**src/rtl/gcd_pkg.sv**
```systemverilog
// Shared types and constants for the GCD scheduler and its round-robin arbiter.
package gcd_pkg;

    // Scheduler FSM encoding, also driven out on the debug state port.
    typedef enum logic [1:0] {
        IDLE  = 2'd0,
        ISSUE = 2'd1,
        WAIT  = 2'd2,
        RESP  = 2'd3
    } sched_state_t;

    // Default operand/result width.
    localparam int GCD_W = 32;

    // Width of a requester index; never narrower than one bit.
    function automatic int ID_W(input int n);
        if (n <= 2) begin
            return 1;
        end
        return $clog2(n);
    endfunction

endpackage

```
**src/rtl/gcd_scheduler_rr_arbiter.sv**
```systemverilog
// Combinational round-robin arbiter: grants the first set request at or
// after ptr, searching upward and wrapping. The caller owns the pointer.
module rr_arbiter
    import gcd_pkg::*;
#(
    parameter int  NUM_REQ = 4,
    localparam int IDX_W   = ID_W(NUM_REQ)
) (
    input  logic [NUM_REQ-1:0] req,
    input  logic [IDX_W-1:0]   ptr,
    output logic [NUM_REQ-1:0] grant,
    output logic [IDX_W-1:0]   grant_idx,
    output logic               any
);

    logic [IDX_W-1:0] idx;

    // Walk the requesters starting at ptr and keep the first one found.
    always_comb begin
        grant     = '0;
        grant_idx = '0;
        any       = 1'b0;
        idx       = '0;
        for (int i = 0; i < NUM_REQ; i++) begin
            idx = IDX_W'((int'(ptr) + i) % NUM_REQ);
            if (!any && req[idx]) begin
                any        = 1'b1;
                grant[idx] = 1'b1;
                grant_idx  = idx;
            end
        end
    end

endmodule

```
**src/rtl/gcd_scheduler.sv**
```systemverilog
// Shares one GCD engine between NUM_REQ requesters. Requests are taken
// round-robin in IDLE, zero operands are answered without the engine, and a
// watchdog turns a silent engine into an error response.
//
// Handshakes: a transfer happens on a rising edge where valid and ready are
// both 1. A requester holds req_valid and its operands until it sees
// req_ready; the response holds rsp_valid, rsp_id, rsp_result and rsp_err
// unchanged until rsp_ready is seen with it.
module gcd_scheduler
    import gcd_pkg::*;
#(
    parameter int  NUM_REQ = 4,
    parameter int  W       = GCD_W,
    parameter int  TIMEOUT = 1024,
    localparam int IDW     = ID_W(NUM_REQ),
    localparam int CNT_W   = $clog2(TIMEOUT)
) (
    input  logic                 clk,
    input  logic                 reset_n,
    input  logic [NUM_REQ-1:0]   req_valid,
    output logic [NUM_REQ-1:0]   req_ready,
    input  logic [NUM_REQ*W-1:0] req_a,
    input  logic [NUM_REQ*W-1:0] req_b,
    output logic                 rsp_valid,
    input  logic                 rsp_ready,
    output logic [IDW-1:0]       rsp_id,
    output logic [W-1:0]         rsp_result,
    output logic                 rsp_err,
    output logic                 eng_start,
    output logic [W-1:0]         eng_a,
    output logic [W-1:0]         eng_b,
    input  logic [W-1:0]         eng_result,
    input  logic                 eng_done,
    output sched_state_t         dbg_state
);

    localparam logic [CNT_W-1:0] CNT_MAX = CNT_W'(TIMEOUT - 1);

    sched_state_t     state_q;
    logic [IDW-1:0]   ptr_q;
    logic [IDW-1:0]   ptr_d;
    logic [W-1:0]     a_q;
    logic [W-1:0]     b_q;
    logic [IDW-1:0]   id_q;
    logic [W-1:0]     result_q;
    logic             err_q;
    logic             rsp_valid_q;
    logic             eng_start_q;
    logic [CNT_W-1:0] cnt_q;

    logic [NUM_REQ-1:0] grant;
    logic [IDW-1:0]     grant_idx;
    logic               grant_any;
    logic [W-1:0]       sel_a;
    logic [W-1:0]       sel_b;

    rr_arbiter #(
        .NUM_REQ (NUM_REQ)
    ) u_arb (
        .req       (req_valid),
        .ptr       (ptr_q),
        .grant     (grant),
        .grant_idx (grant_idx),
        .any       (grant_any)
    );

    // Operands of the granted requester and the pointer that follows it.
    always_comb begin
        sel_a = '0;
        sel_b = '0;
        for (int i = 0; i < NUM_REQ; i++) begin
            if (grant[i]) begin
                sel_a = req_a[i*W +: W];
                sel_b = req_b[i*W +: W];
            end
        end
        ptr_d = (grant_idx == IDW'(NUM_REQ - 1)) ? '0 : grant_idx + IDW'(1);
    end

    // Accept only in IDLE; reset forces ready low even while requests are held.
    assign req_ready  = (reset_n && state_q == IDLE) ? grant : '0;
    assign rsp_valid  = rsp_valid_q;
    assign rsp_id     = id_q;
    assign rsp_result = result_q;
    assign rsp_err    = err_q;
    assign eng_start  = eng_start_q;
    assign eng_a      = a_q;
    assign eng_b      = b_q;
    assign dbg_state  = state_q;

    // Scheduler FSM with registered response, engine start and watchdog.
    always_ff @(posedge clk or negedge reset_n) begin
        if (!reset_n) begin
            state_q     <= IDLE;
            ptr_q       <= '0;
            a_q         <= '0;
            b_q         <= '0;
            id_q        <= '0;
            result_q    <= '0;
            err_q       <= 1'b0;
            rsp_valid_q <= 1'b0;
            eng_start_q <= 1'b0;
            cnt_q       <= '0;
        end else begin
            case (state_q)
                IDLE: begin
                    if (grant_any) begin
                        a_q   <= sel_a;
                        b_q   <= sel_b;
                        id_q  <= grant_idx;
                        ptr_q <= ptr_d;
                        // gcd(0,x)=x and gcd(0,0)=0, so a|b is the answer.
                        if (sel_a == '0 || sel_b == '0) begin
                            result_q    <= sel_a | sel_b;
                            err_q       <= 1'b0;
                            rsp_valid_q <= 1'b1;
                            state_q     <= RESP;
                        end else begin
                            eng_start_q <= 1'b1;
                            state_q     <= ISSUE;
                        end
                    end
                end
                ISSUE: begin
                    eng_start_q <= 1'b0;
                    cnt_q       <= '0;
                    state_q     <= WAIT;
                end
                WAIT: begin
                    // A done arriving on the last watchdog cycle still wins.
                    if (eng_done) begin
                        result_q    <= eng_result;
                        err_q       <= 1'b0;
                        rsp_valid_q <= 1'b1;
                        state_q     <= RESP;
                    end else if (cnt_q == CNT_MAX) begin
                        result_q    <= '0;
                        err_q       <= 1'b1;
                        rsp_valid_q <= 1'b1;
                        state_q     <= RESP;
                    end else begin
                        cnt_q <= cnt_q + CNT_W'(1);
                    end
                end
                RESP: begin
                    if (rsp_ready) begin
                        rsp_valid_q <= 1'b0;
                        state_q     <= IDLE;
                    end
                end
                default: begin
                    state_q <= IDLE;
                end
            endcase
        end
    end

endmodule

```
**config.mk**
```make
export PLATFORM = sky130hd
export DESIGN_NAME = gcd_scheduler
export DESIGN_NICKNAME = d
export VERILOG_FILES = /design/src/rtl/gcd_pkg.sv /design/src/rtl/gcd_scheduler_rr_arbiter.sv /design/src/rtl/gcd_scheduler.sv
export SDC_FILE = /design/constraint.sdc
export NUM_CORES = 1
export LEC_CHECK = 0
export ABC_AREA = 0
export CAP_MARGIN = 20
export CORE_UTILIZATION = 30
export CTS_BUF_LIST = sky130_fd_sc_hd__clkbuf_8
export CTS_CLUSTER_SIZE = 16
export DETAILED_ROUTE_END_ITERATION = 8
export DONT_BUFFER_PORTS = 1
export PLACE_DENSITY = 0.47
export SETUP_SLACK_MARGIN = 0.4
export SLEW_MARGIN = 30
export SYNTH_ARGS = -nofsm -noshare
export SYNTH_HDL_FRONTEND = slang
export SYNTH_SLANG_ARGS = --single-unit
```
**constraint.sdc**
```tcl
create_clock -name clk -period 11.8 [get_ports clk]
set_input_delay 2.36 -clock clk [delete_from_list [all_inputs] [get_ports clk]]
set_output_delay 2.36 -clock clk [all_outputs]
set_load 0.1 [all_outputs]
```
==> impl_metrics.toml <==
[clock_tree]
tritoncts = "built"
htreeDepth = 4
cts_setup_buffers = 0
numCtsBuffers = 17
clk_pin_slew_ns = 0.07
cts_num_sinks = 115
cts.hold.buffers_added = 0
worstSkewPairLatency_ns = 0.44
root_buffer = "clkbuf_8"
clockBufferDepth = 2
ctsResizeCount = 0

[sta]
min_period_over_period_pct = 62.3
slew_violations = 0
max-slew-margin-rel_pct = 28.8
hold_viol_final = 0
rsz0062_at_grt = "false"
tns_ns = 0
tightestPinTransition_ns = 1.06
min_period_ns = 7.35
setup_viol = 0
skew_ns = 0.0240
max_freq_mhz = 136

[critical_path]
arrival_ns = 4.99
path_class = "in -> out"
crit_path_end_kind = "primary output"
crit_chain = "mux4_2, a31o_1, a221oi_2, a2bb2oi_4, buf_4, nor2_4"
worstSetupStartpointType = "input port"
required_ns = 9.44
cp_slowest_stage_delay_ns = 0.63
path_delay_family = "compound AO/OA/AOI/OAI gates"
crit_buf_inv = 1
crit_path_top_delay_cell = "a2bb2oi_4"
cp_max_fo = 43

[yosys]
synth_compound_area_share_pct = 15.2
synth_top_family_by_area = "simple AND/OR/NAND/NOR gates"
ys.warnings.count = 0
yosys.cell_types.count = 52
synth_edf_count = 0
yosysSeqAreaShare_pct = 36.7
async_reset_ff_share_pct = 100
synth.area.mux_share_pct = 17.2
synth_top_flop_cell = "dfrtp_1"
syn_area_um2 = 7840
syn_nets = 1202
yosys.area_share.simple_pct = 23.5
syn_avg_cell_area_um2 = 8.77
synth_xor_xnor_area_share_pct = 0.447
yosys_register_bits = 115
synth_fa_ha_area_share_pct = 1.92
synthCells = 894

[route]
antenna_left = 0
drt_wl_total_um = 35100
drc = 0
drtPass1Iterations = 5
avgViaCountPerCell = 5.92
dr.first_iter.drc_count = 549
wire_per_inst_um = 28.7
via_count = 7242

[floorplanning]
die_area_um2 = 26800
die_w_um = 164
initial_utilization_pct = 30.9
rows = 58
num_io_pins = 403
die_height_um = 164
core_um2 = 25400

[cells_and_area]
final_util_pct = 34.9
syn_to_final_growth_pct = 13.2
seq_area_um2 = 2880
nets = 1185
layout-drive-gt1-share_pct = 22.8
layout_common_cells = "nand2_1 (115), dfrtp_1 (114), nor2_1 (110)"
multi_input_area_um2 = 4760
n_fill_cell = 2625
final_common_cell = "nand2_1"

[place]
gp_congestion = 0.822
hpwl_um = 26100
port_buffers = 0

[min_path]
hp-class = "reg -> reg"

[grt]
grt_pass1_wl_um = 48800
grt_overflow = 0
antenna_found_initial = 2
grt_pass1_vias = 7005
grt_max_degree = 117
grt_use_total_pct = 25.6

[status]
status = "complete, no violations"

[job]
max-cap-violations = 0
==> through the flow <==
step                std cells  cell area, µm²  setup WS (ns)  hold slack (ns)
finish                   1223            8870           4.45            0.558
global route             1221            8870           4.23            0.588
CTS                      1220            8860           4.46            0.559
detailed placement       1188            8390           4.05            0.549
global placement         1188            8310           4.14            0.542
floorplan                 894            7840           4.28            0.522
==> layout make-up <==
cell class              count  share of cell area [%]
well taps                 330                    4.65
clock inverters            14                    2.52
clock buffers              18                    2.79
flip-flops and latches    115                    32.4
inverters                   8                   0.338
diodes                      3                  0.0846
repair buffers             41                    3.47
multi-input cells         694                    53.7
==> Yosys cell counts, drive strengths merged, types with 6 or more instances <==
| master | instances | area (µm²) |
|---|---|---|
| o21ai | 44 | 220 |
| nand2 | 116 | 435 |
| mux2i | 8 | 80.1 |
| nor3 | 68 | 340 |
| a311oi | 64 | 561 |
| dfrtp | 115 | 2880 |
| nand2b | 7 | 43.8 |
| nor4 | 16 | 100 |
| clkbuf | 37 | 139 |
| ha | 12 | 150 |
| nand3 | 69 | 345 |
| inv | 8 | 30.0 |
| a21oi | 15 | 86.3 |
| buf | 40 | 226 |
| mux2 | 101 | 1250 |
| o22ai | 6 | 43.8 |
| nor2 | 113 | 424 |
==> logic make-up after synthesis <==
| kind of cell | Yosys count |
|---|---|
| simple gates | 412 |
| compound gates | 156 |
| flops | 115 |
| mux | 110 |
| buf+inv | 85 |
| fa+ha+maj | 12 |
| xor+xnor | 4 |
==> worst register-to-register path, stage by stage, from the launching register on <==
cell and delay, ns:
dfrtp_1 0.74, inv_1 0.20, ha_1 0.59, mux2_2 0.44
a31o_1 0.24, a221oi_2 0.38, a2bb2oi_4 0.63, and2_2 0.66
buf_4 0.57, a311oi_1 0.25, buf_4 0.20, nor4_1 0.39
nand4_1 0.22, o22ai_2 0.36, a21oi_4 0.08, buf_4 0.32
mux2_4 0.42
==> routing by layer <==
layer | wire, µm | global-route usage [%] | vias to the layer above
met5 | 0 | 0 | -
met4 | 520 | 6.90 | 0
met3 | 2840 | 6.53 | 27
met2 | 16400 | 40.5 | 357
met1 | 15300 | 34.3 | 3615
li1 | - | - | 3243
==> state kept, by name, indices dropped and copies added, names as in the netlist, named ones only <==
register and cells:
eng_b 32, dbg_state 2, rsp_err 1, rsp_result 32, ptr_q 1, eng_a 32, rsp_valid 1, eng_start 1
rsp_id 2, cnt_q 10
==> path summary, 6_finish.rpt <==
path / start / to / slack (ns) / depth (start not counted)
max in group asynchronous: reset_n / eng_b[23] / 9.98 / 0
worst min-delay path: cnt_q[6] / cnt_q[6] / 0.56 / 2
min in group asynchronous: reset_n / eng_a[0] / 1.61 / 0
worst max register to register: ptr_q[1] / rsp_result[14] / 4.99 / 16
worst max-delay path: req_valid[3] / req_ready[3] / 4.45 / 6
worst min register to register: cnt_q[6] / cnt_q[6] / 0.56 / 2
Power is left out: the tool's default activity adds up to more than one toggle a clock period on the data nets, which glitch-free logic cannot reach.
